<file path="src/rtl/fetch_prefetch_queue_if.sv">
// ---------------------------------------------------------------------------
// fetch_prefetch_queue_if
// Groups the instruction-memory handshake and the decode-side signals of the
// prefetching fetch unit.
//   master : the fetch unit (drives mem_start/mem_addr and the id_* outputs)
//   slave  : the surrounding core/memory (drives responses, stall, redirect)
// Signals:
//   mem_start       request valid           mem_ready       request accepted
//   mem_addr        request address         mem_data        returned instruction
//   mem_data_valid  response valid          stall_flg       decode holds head
//   redirect_valid  flush + restart fetch   redirect_pc     new fetch PC
//   id_valid        FIFO non-empty          id_reg_pc       head PC (0 if empty)
//   id_inst         head instruction (NOP when empty)
// ---------------------------------------------------------------------------
interface fetch_prefetch_queue_if #(
    parameter int XLEN = 32,
    parameter int ILEN = 32
);
    logic            mem_start;
    logic            mem_ready;
    logic [XLEN-1:0] mem_addr;
    logic [ILEN-1:0] mem_data;
    logic            mem_data_valid;
    logic            stall_flg;
    logic            redirect_valid;
    logic [XLEN-1:0] redirect_pc;
    logic            id_valid;
    logic [XLEN-1:0] id_reg_pc;
    logic [ILEN-1:0] id_inst;

    modport master (
        output mem_start, mem_addr, id_valid, id_reg_pc, id_inst,
        input  mem_ready, mem_data, mem_data_valid, stall_flg,
               redirect_valid, redirect_pc
    );

    modport slave (
        input  mem_start, mem_addr, id_valid, id_reg_pc, id_inst,
        output mem_ready, mem_data, mem_data_valid, stall_flg,
               redirect_valid, redirect_pc
    );
endinterface

</file>
<file path="src/rtl/fetch_prefetch_queue.sv">
// ---------------------------------------------------------------------------
// fetch_prefetch_queue
// Instruction fetch unit with a DEPTH-entry prefetch FIFO of {pc, inst}.
// Issues at most one outstanding instruction-memory request, buffers the
// responses, presents the FIFO head to decode and flushes on redirect.
// Ports:
//   clk    rising-edge clock
//   rst_n  asynchronous active-low reset
//   bus    fetch_prefetch_queue_if.master (memory handshake + decode outputs)
// All outputs are registers or decoded from registers only.
// ---------------------------------------------------------------------------
module fetch_prefetch_queue #(
    parameter int              XLEN     = 32,
    parameter int              ILEN     = 32,
    parameter int              DEPTH    = 4,
    parameter logic [XLEN-1:0] RESET_PC = '0,
    parameter logic [ILEN-1:0] NOP_INST = ILEN'(32'h0000_0013)
) (
    input  logic                    clk,
    input  logic                    rst_n,
    fetch_prefetch_queue_if.master  bus
);
    localparam int              PTR_W   = $clog2(DEPTH);
    localparam int              CNT_W   = $clog2(DEPTH + 1);
    localparam logic [CNT_W-1:0] DEPTH_C = CNT_W'(DEPTH);

    localparam logic [1:0] ST_IDLE    = 2'd0;
    localparam logic [1:0] ST_REQ     = 2'd1;
    localparam logic [1:0] ST_WAIT    = 2'd2;
    localparam logic [1:0] ST_DISCARD = 2'd3;

    logic [1:0]       state, state_next;
    logic [XLEN-1:0]  fetch_pc;
    logic [XLEN-1:0]  req_pc;
    logic [XLEN-1:0]  pc_mem   [DEPTH];
    logic [ILEN-1:0]  inst_mem [DEPTH];
    logic [PTR_W-1:0] rd_ptr, wr_ptr;
    logic [CNT_W-1:0] count, count_next;
    logic             accept, push, pop, outstanding, has_space, head_valid;

    assign accept      = (state == ST_REQ) && bus.mem_ready;
    assign outstanding = (state == ST_WAIT);
    assign head_valid  = (count != '0);
    // A FIFO slot is reserved for the outstanding request so a push can
    // never land on a full FIFO.
    assign has_space   = (count + CNT_W'(outstanding)) < DEPTH_C;

    always_comb begin
        push = (state == ST_WAIT) && bus.mem_data_valid && !bus.redirect_valid;
        pop  = head_valid && !bus.stall_flg && !bus.redirect_valid;

        count_next = count;
        if (push && !pop)
            count_next = count + 1'b1;
        else if (!push && pop)
            count_next = count - 1'b1;

        state_next = state;
        if (bus.redirect_valid) begin
            // Any request already accepted by memory must have its response
            // swallowed before fetching from the new PC.
            if ((state == ST_WAIT && !bus.mem_data_valid) ||
                (state == ST_REQ && bus.mem_ready) ||
                (state == ST_DISCARD && !bus.mem_data_valid))
                state_next = ST_DISCARD;
            else
                state_next = ST_REQ;
        end else begin
            case (state)
                ST_IDLE:    if (has_space) state_next = ST_REQ;
                ST_REQ:     if (bus.mem_ready) state_next = ST_WAIT;
                ST_WAIT:    if (bus.mem_data_valid)
                                state_next = (count_next < DEPTH_C) ? ST_REQ : ST_IDLE;
                ST_DISCARD: if (bus.mem_data_valid) state_next = ST_REQ;
                default:    state_next = ST_IDLE;
            endcase
        end
    end

    // Control state: FSM, fetch PC, FIFO bookkeeping
    always_ff @(posedge clk or negedge rst_n) begin
        if (!rst_n) begin
            state    <= ST_IDLE;
            fetch_pc <= RESET_PC;
            count    <= '0;
            rd_ptr   <= '0;
            wr_ptr   <= '0;
        end else begin
            state <= state_next;
            if (bus.redirect_valid) begin
                fetch_pc <= bus.redirect_pc;
                count    <= '0;
                rd_ptr   <= '0;
                wr_ptr   <= '0;
            end else begin
                if (accept)
                    fetch_pc <= fetch_pc + XLEN'(4);
                count <= count_next;
                if (push)
                    wr_ptr <= wr_ptr + 1'b1;
                if (pop)
                    rd_ptr <= rd_ptr + 1'b1;
            end
        end
    end

    // Datapath storage: only ever observed through count, so no reset
    always_ff @(posedge clk) begin
        if (accept)
            req_pc <= fetch_pc;
        if (push) begin
            pc_mem[wr_ptr]   <= req_pc;
            inst_mem[wr_ptr] <= bus.mem_data;
        end
    end

    assign bus.mem_start = (state == ST_REQ);
    assign bus.mem_addr  = fetch_pc;
    assign bus.id_valid  = head_valid;
    assign bus.id_reg_pc = head_valid ? pc_mem[rd_ptr]   : '0;
    assign bus.id_inst   = head_valid ? inst_mem[rd_ptr] : NOP_INST;
endmodule

</file>
<file path="src/flat_wrapper.sv">
// flat-port wrapper written by rule: the top's interface ports become plain ports
module fetch_prefetch_queue_flat 
#(
    parameter int              XLEN     = 32,
    parameter int              ILEN     = 32,
    parameter int              DEPTH    = 4,
    parameter logic [XLEN-1:0] RESET_PC = '0,
    parameter logic [ILEN-1:0] NOP_INST = ILEN'(32'h0000_0013)
)
  (clk, rst_n, bus_mem_start, bus_mem_addr, bus_id_valid, bus_id_reg_pc, bus_id_inst, bus_mem_ready, bus_mem_data, bus_mem_data_valid, bus_stall_flg, bus_redirect_valid, bus_redirect_pc);
  fetch_prefetch_queue_if #(.XLEN(XLEN), .ILEN(ILEN)) bus_i ();
  input  logic clk;
  input  logic rst_n;
  output wire logic [$bits(bus_i.mem_start)-1:0] bus_mem_start;
  output wire logic [$bits(bus_i.mem_addr)-1:0] bus_mem_addr;
  output wire logic [$bits(bus_i.id_valid)-1:0] bus_id_valid;
  output wire logic [$bits(bus_i.id_reg_pc)-1:0] bus_id_reg_pc;
  output wire logic [$bits(bus_i.id_inst)-1:0] bus_id_inst;
  input wire logic [$bits(bus_i.mem_ready)-1:0] bus_mem_ready;
  input wire logic [$bits(bus_i.mem_data)-1:0] bus_mem_data;
  input wire logic [$bits(bus_i.mem_data_valid)-1:0] bus_mem_data_valid;
  input wire logic [$bits(bus_i.stall_flg)-1:0] bus_stall_flg;
  input wire logic [$bits(bus_i.redirect_valid)-1:0] bus_redirect_valid;
  input wire logic [$bits(bus_i.redirect_pc)-1:0] bus_redirect_pc;
  assign bus_mem_start = bus_i.mem_start;
  assign bus_mem_addr = bus_i.mem_addr;
  assign bus_id_valid = bus_i.id_valid;
  assign bus_id_reg_pc = bus_i.id_reg_pc;
  assign bus_id_inst = bus_i.id_inst;
  assign bus_i.mem_ready = bus_mem_ready;
  assign bus_i.mem_data = bus_mem_data;
  assign bus_i.mem_data_valid = bus_mem_data_valid;
  assign bus_i.stall_flg = bus_stall_flg;
  assign bus_i.redirect_valid = bus_redirect_valid;
  assign bus_i.redirect_pc = bus_redirect_pc;
  fetch_prefetch_queue #(.XLEN(XLEN), .ILEN(ILEN), .DEPTH(DEPTH), .RESET_PC(RESET_PC), .NOP_INST(NOP_INST)) u_core (.clk(clk), .rst_n(rst_n), .bus(bus_i));
endmodule
</file>
<file path="config.mk">
export PLATFORM = sky130hd
export DESIGN_NAME = fetch_prefetch_queue_flat
export DESIGN_NICKNAME = d
export VERILOG_FILES = /design/src/rtl/fetch_prefetch_queue_if.sv /design/src/rtl/fetch_prefetch_queue.sv /design/src/flat_wrapper.sv
export SDC_FILE = /design/constraint.sdc
export NUM_CORES = 1
export LEC_CHECK = 0
export CORE_UTILIZATION = 59
export CTS_BUF_LIST = sky130_fd_sc_hd__clkbuf_16
export DETAILED_ROUTE_END_ITERATION = 8
export PLACE_DENSITY = 0.84
export SLEW_MARGIN = 20
export SYNTH_ARGS = -nofsm -noshare
export SYNTH_HDL_FRONTEND = slang
export SYNTH_SLANG_ARGS = --single-unit
export TNS_END_PERCENT = 10
</file>
<file path="constraint.sdc">
create_clock -name clk -period 4.75 [get_ports clk]
set_input_delay 0.7125 -clock clk [delete_from_list [all_inputs] [get_ports clk]]
set_output_delay 0.7125 -clock clk [all_outputs]
set_load 0.01 [all_outputs]
</file>
==> flow_summary.yaml <==
status:
  result_of_the_run: "finished clean"
job:
  timing.max_cap.violations: 0
detailed_routing:
  number_of_vias_after_detailed_routing: 7078
  firstDrtPassIters: 5
  average_detailed_routed_wire_length_per_instance_um: 21.3
  detail_route.iter0.violations: 492
  post-route-drc-count: 0
  routed_wirelength_mm: 25.3
  postRouteAntennaNets: 0
  drt-vias-per-instance: 5.96
sta:
  final_max_slew_viol_count: 0
  timing.max_slew.rel_slack_pct: 31.6
  final_min_period_over_clock_period_pct: 79.1
  fin_tns_setup_ns: 0
  setup-violations-final: 0
  timing_worst_slew_pin_value_ns: 1.03
  post-route-worst-setup-slack_ns: 0.991
  timing.fmax_mhz: 266
  fin_worst_skew_ns: 0.0250
  period_needed_ns: 3.76
  setup_repair_after_global_routing_missed_its_margin: "false"
  final_hold_viol_count: 0
grt:
  largest_net_degree_at_the_start_of_global_routing: 66
  first_global_vias: 7249
  grt_overflow: 0
  grt_antenna_before_repair: 0
  grt_util_all_layers_pct: 22.9
  grt_pass1_wl_mm: 38.8
setup_path:
  crit_arrival_ns: 3.05
  category_of_the_worst_setup_path_launch_point: "flop"
  timing.critical_path.required_ns: 4.04
  kind_of_end_point_of_the_critical_path: "output port"
  worst-path-max-fanout: 65
  timing_worst_setup_path_type: "flop to output port"
clock_tree:
  cts_hold_repair.buffers: 0
  clkTransAtPathRegs_ns: 0.06
  clk_path_buf_depth: 3
  cts_tree: "yes"
  number_of_sinks_handled_by_clock_tree_synthesis: 329
  cts_root_buffer_type: "clkbuf_16"
  postCtsSetupBuffers: 0
  htree_num_levels: 2
  clkLatencyLatePin_ns: 0.50
  postCtsResizedCells: 0
  tritoncts.num_buffers: 34
pwr:
  max-vdd-ir-drop_uv: 274
  comb_power_share_pct: 23.7
  total_leakage_power_nw: 5.25
  p_switching_mw: 1.97
  areal_power_density_over_the_cells_nw_per_um2: 484
  netSwitchingFraction_pct: 25.4
  p_clk_share_pct: 31.4
  internal_power_mw: 5.79
  sequentialPowerShare_pct: 44.8
yosys:
  yosys_most_used_dff: "edfxtp_1"
  yosys_warnings: 0
  synth.lib_cells_used.distinct: 52
  netlist_instances: 712
  post_synth_arst_share_pct: 12.5
  ys_seq_elements: 329
  synthTopCellsByArea: "edfxtp_1 (66%), mux4_2 (11%), dfrtp_1 (7.9%)"
  syn-mean-instance-area_um2: 18.4
  yosysTopAreaCellShare_pct: 66.2
  net_count_after_synthesis: 790
  synth_edf_count: 288
  synth_top_cell_by_area: "edfxtp_1"
  synth-seq-area-share_pct: 74.0
  syn-cell-area_um2: 13100
cells_and_area:
  area_growth_syn_to_layout_pct: 22.9
  mostFrequentLayoutCell: "edfxtp_1"
  finalNetCount: 962
  fillCellCount: 1319
  number_of_antenna_diodes: 0
  mostFrequentLayoutCells: "edfxtp_1 (288), clkdlybuf4s50_1 (166), mux4_2 (64)"
  layout-drive-gt1-share_pct: 14.7
placement:
  gp_congestion: 0.811
  dpl.hpwl_mm: 14.7
  dp_worst_setup_slack_ns: 1.50
  buffer_ports.inserted: 167
floorplan:
  io_pins: 168
  dieHeight_um: 151
  core.rowCount: 54
  design.die.area_um2: 22700
  chipWidth_um: 151
  core_area_um2: 21800
  floorplan.initialDensity_pct: 60.1
hold_path:
  timing.hold.worst.class: "primary input to asynchronous set/reset pin"
==> cells in the mapped netlist, types with 9 or more instances <==
master    number
and2_1        61
dfrtp_1       41
or4_1         15
clkbuf_1      25
nand3_1       13
o31ai_1       15
and3_1         9
edfxtp_1     288
o21ai_0       17
a31oi_1       20
nor2_1        25
nand2_1       22
mux4_2        64
inv_1         12
==> through the flow <==
| stage | cell area [µm²] | hold WS (ns) | utilization [%] | power [mW] | std cells |
|---|---|---|---|---|---|
| floorplan | 13100 | 0.417 | - | 4.49 | 712 |
| global placement | 15000 | 0.472 | 68.9 | 5.36 | 1127 |
| detailed placement | 15000 | 0.469 | 68.9 | 5.41 | 1127 |
| CTS | 16000 | 0.405 | 73.7 | 7.84 | 1186 |
| global route | 16100 | 0.113 | 73.8 | 8.09 | 1187 |
| finish | 16100 | 0.114 | 73.8 | 7.77 | 1187 |
==> final cells by class <==
cell class / count / area (µm²) / area share, %
multi-input combinational: 334 / 3210 / 20.0
clock buffer: 36 / 901 / 5.61
sequential: 329 / 9680 / 60.3
clock inverter: 23 / 140 / 0.872
inverter: 13 / 48.8 / 0.304
tap: 280 / 350 / 2.18
timing repair buffer: 172 / 1730 / 10.8
==> power by group through the flow <==
stage | sequential [mW] | clock (mW) | combinational (mW)
detailed placement | 3.54 | 0 | 1.86
floorplan | 3.42 | 0 | 1.08
global placement | 3.53 | 0 | 1.83
CTS | 3.49 | 2.48 | 1.87
finish | 3.48 | 2.44 | 1.84
global route | 3.51 | 2.58 | 2.00
==> cell families after synthesis <==
kind of cell | synth area share [%]
and+or+nand+nor | 8.41
DFF | 74.0
adders and majority gates | 0.843
muxes | 11.3
xor gates and xnor gates | 0.977
AOI/OAI and AO/OA | 2.90
buffers and inverters | 1.57
==> sequential cells by signal (all words and copies together), names as in the netlist <==
signal               count
u_core.bus.mem_addr     32
u_core.count             3
u_core.inst_mem        128
u_core.pc_mem          128
u_core.rd_ptr            2
u_core.req_pc           32
u_core.state             2
u_core.wr_ptr            2
==> critical path: stages, from the launching register on <==
cell	delay (ns)
dfrtp_1	0.42
inv_1	0.10
ha_1	0.14
nor2b_1	0.51
inv_2	0.55
and2_1	0.33
clkdlybuf4s50_1	0.48
==> per-layer routing <==
layer | part of all wire [%] | global-route usage (%) | vias up
li1 | - | - | 3183
met1 | 42 | 31.1 | 3583
met2 | 50 | 38.7 | 276
met3 | 6.6 | 4.22 | 36
met4 | 1.6 | 5.80 | 0
met5 | 0 | 0 | -
==> final timing paths <==
| path | from | to | slack, ns | cells after the start |
|---|---|---|---|---|
| hold reg to reg | u_core.bus.mem_addr[0]$_DFFE_PN0P_ | u_core.req_pc[0]$_DFFE_PP_ | 0.48 | 0 |
| min in group clk | u_core.bus.mem_addr[0]$_DFFE_PN0P_ | u_core.req_pc[0]$_DFFE_PP_ | 0.48 | 0 |
| max in group asynchronous | rst_n | u_core.rd_ptr[0]$_DFFE_PN0P_ | 4.12 | 2 |
| setup reg to reg | u_core.count[0]$_DFFE_PN0P_ | u_core.state[0]$_DFFE_PN0P_ | 2.27 | 7 |
| hold / removal | rst_n | u_core.bus.mem_addr[10]$_DFFE_PN0N_ | 0.11 | 1 |
| setup / recovery | u_core.count[0]$_DFFE_PN0P_ | bus_id_inst[14] | 0.99 | 6 |
Note: power is estimated with default switching activity, not from simulation.
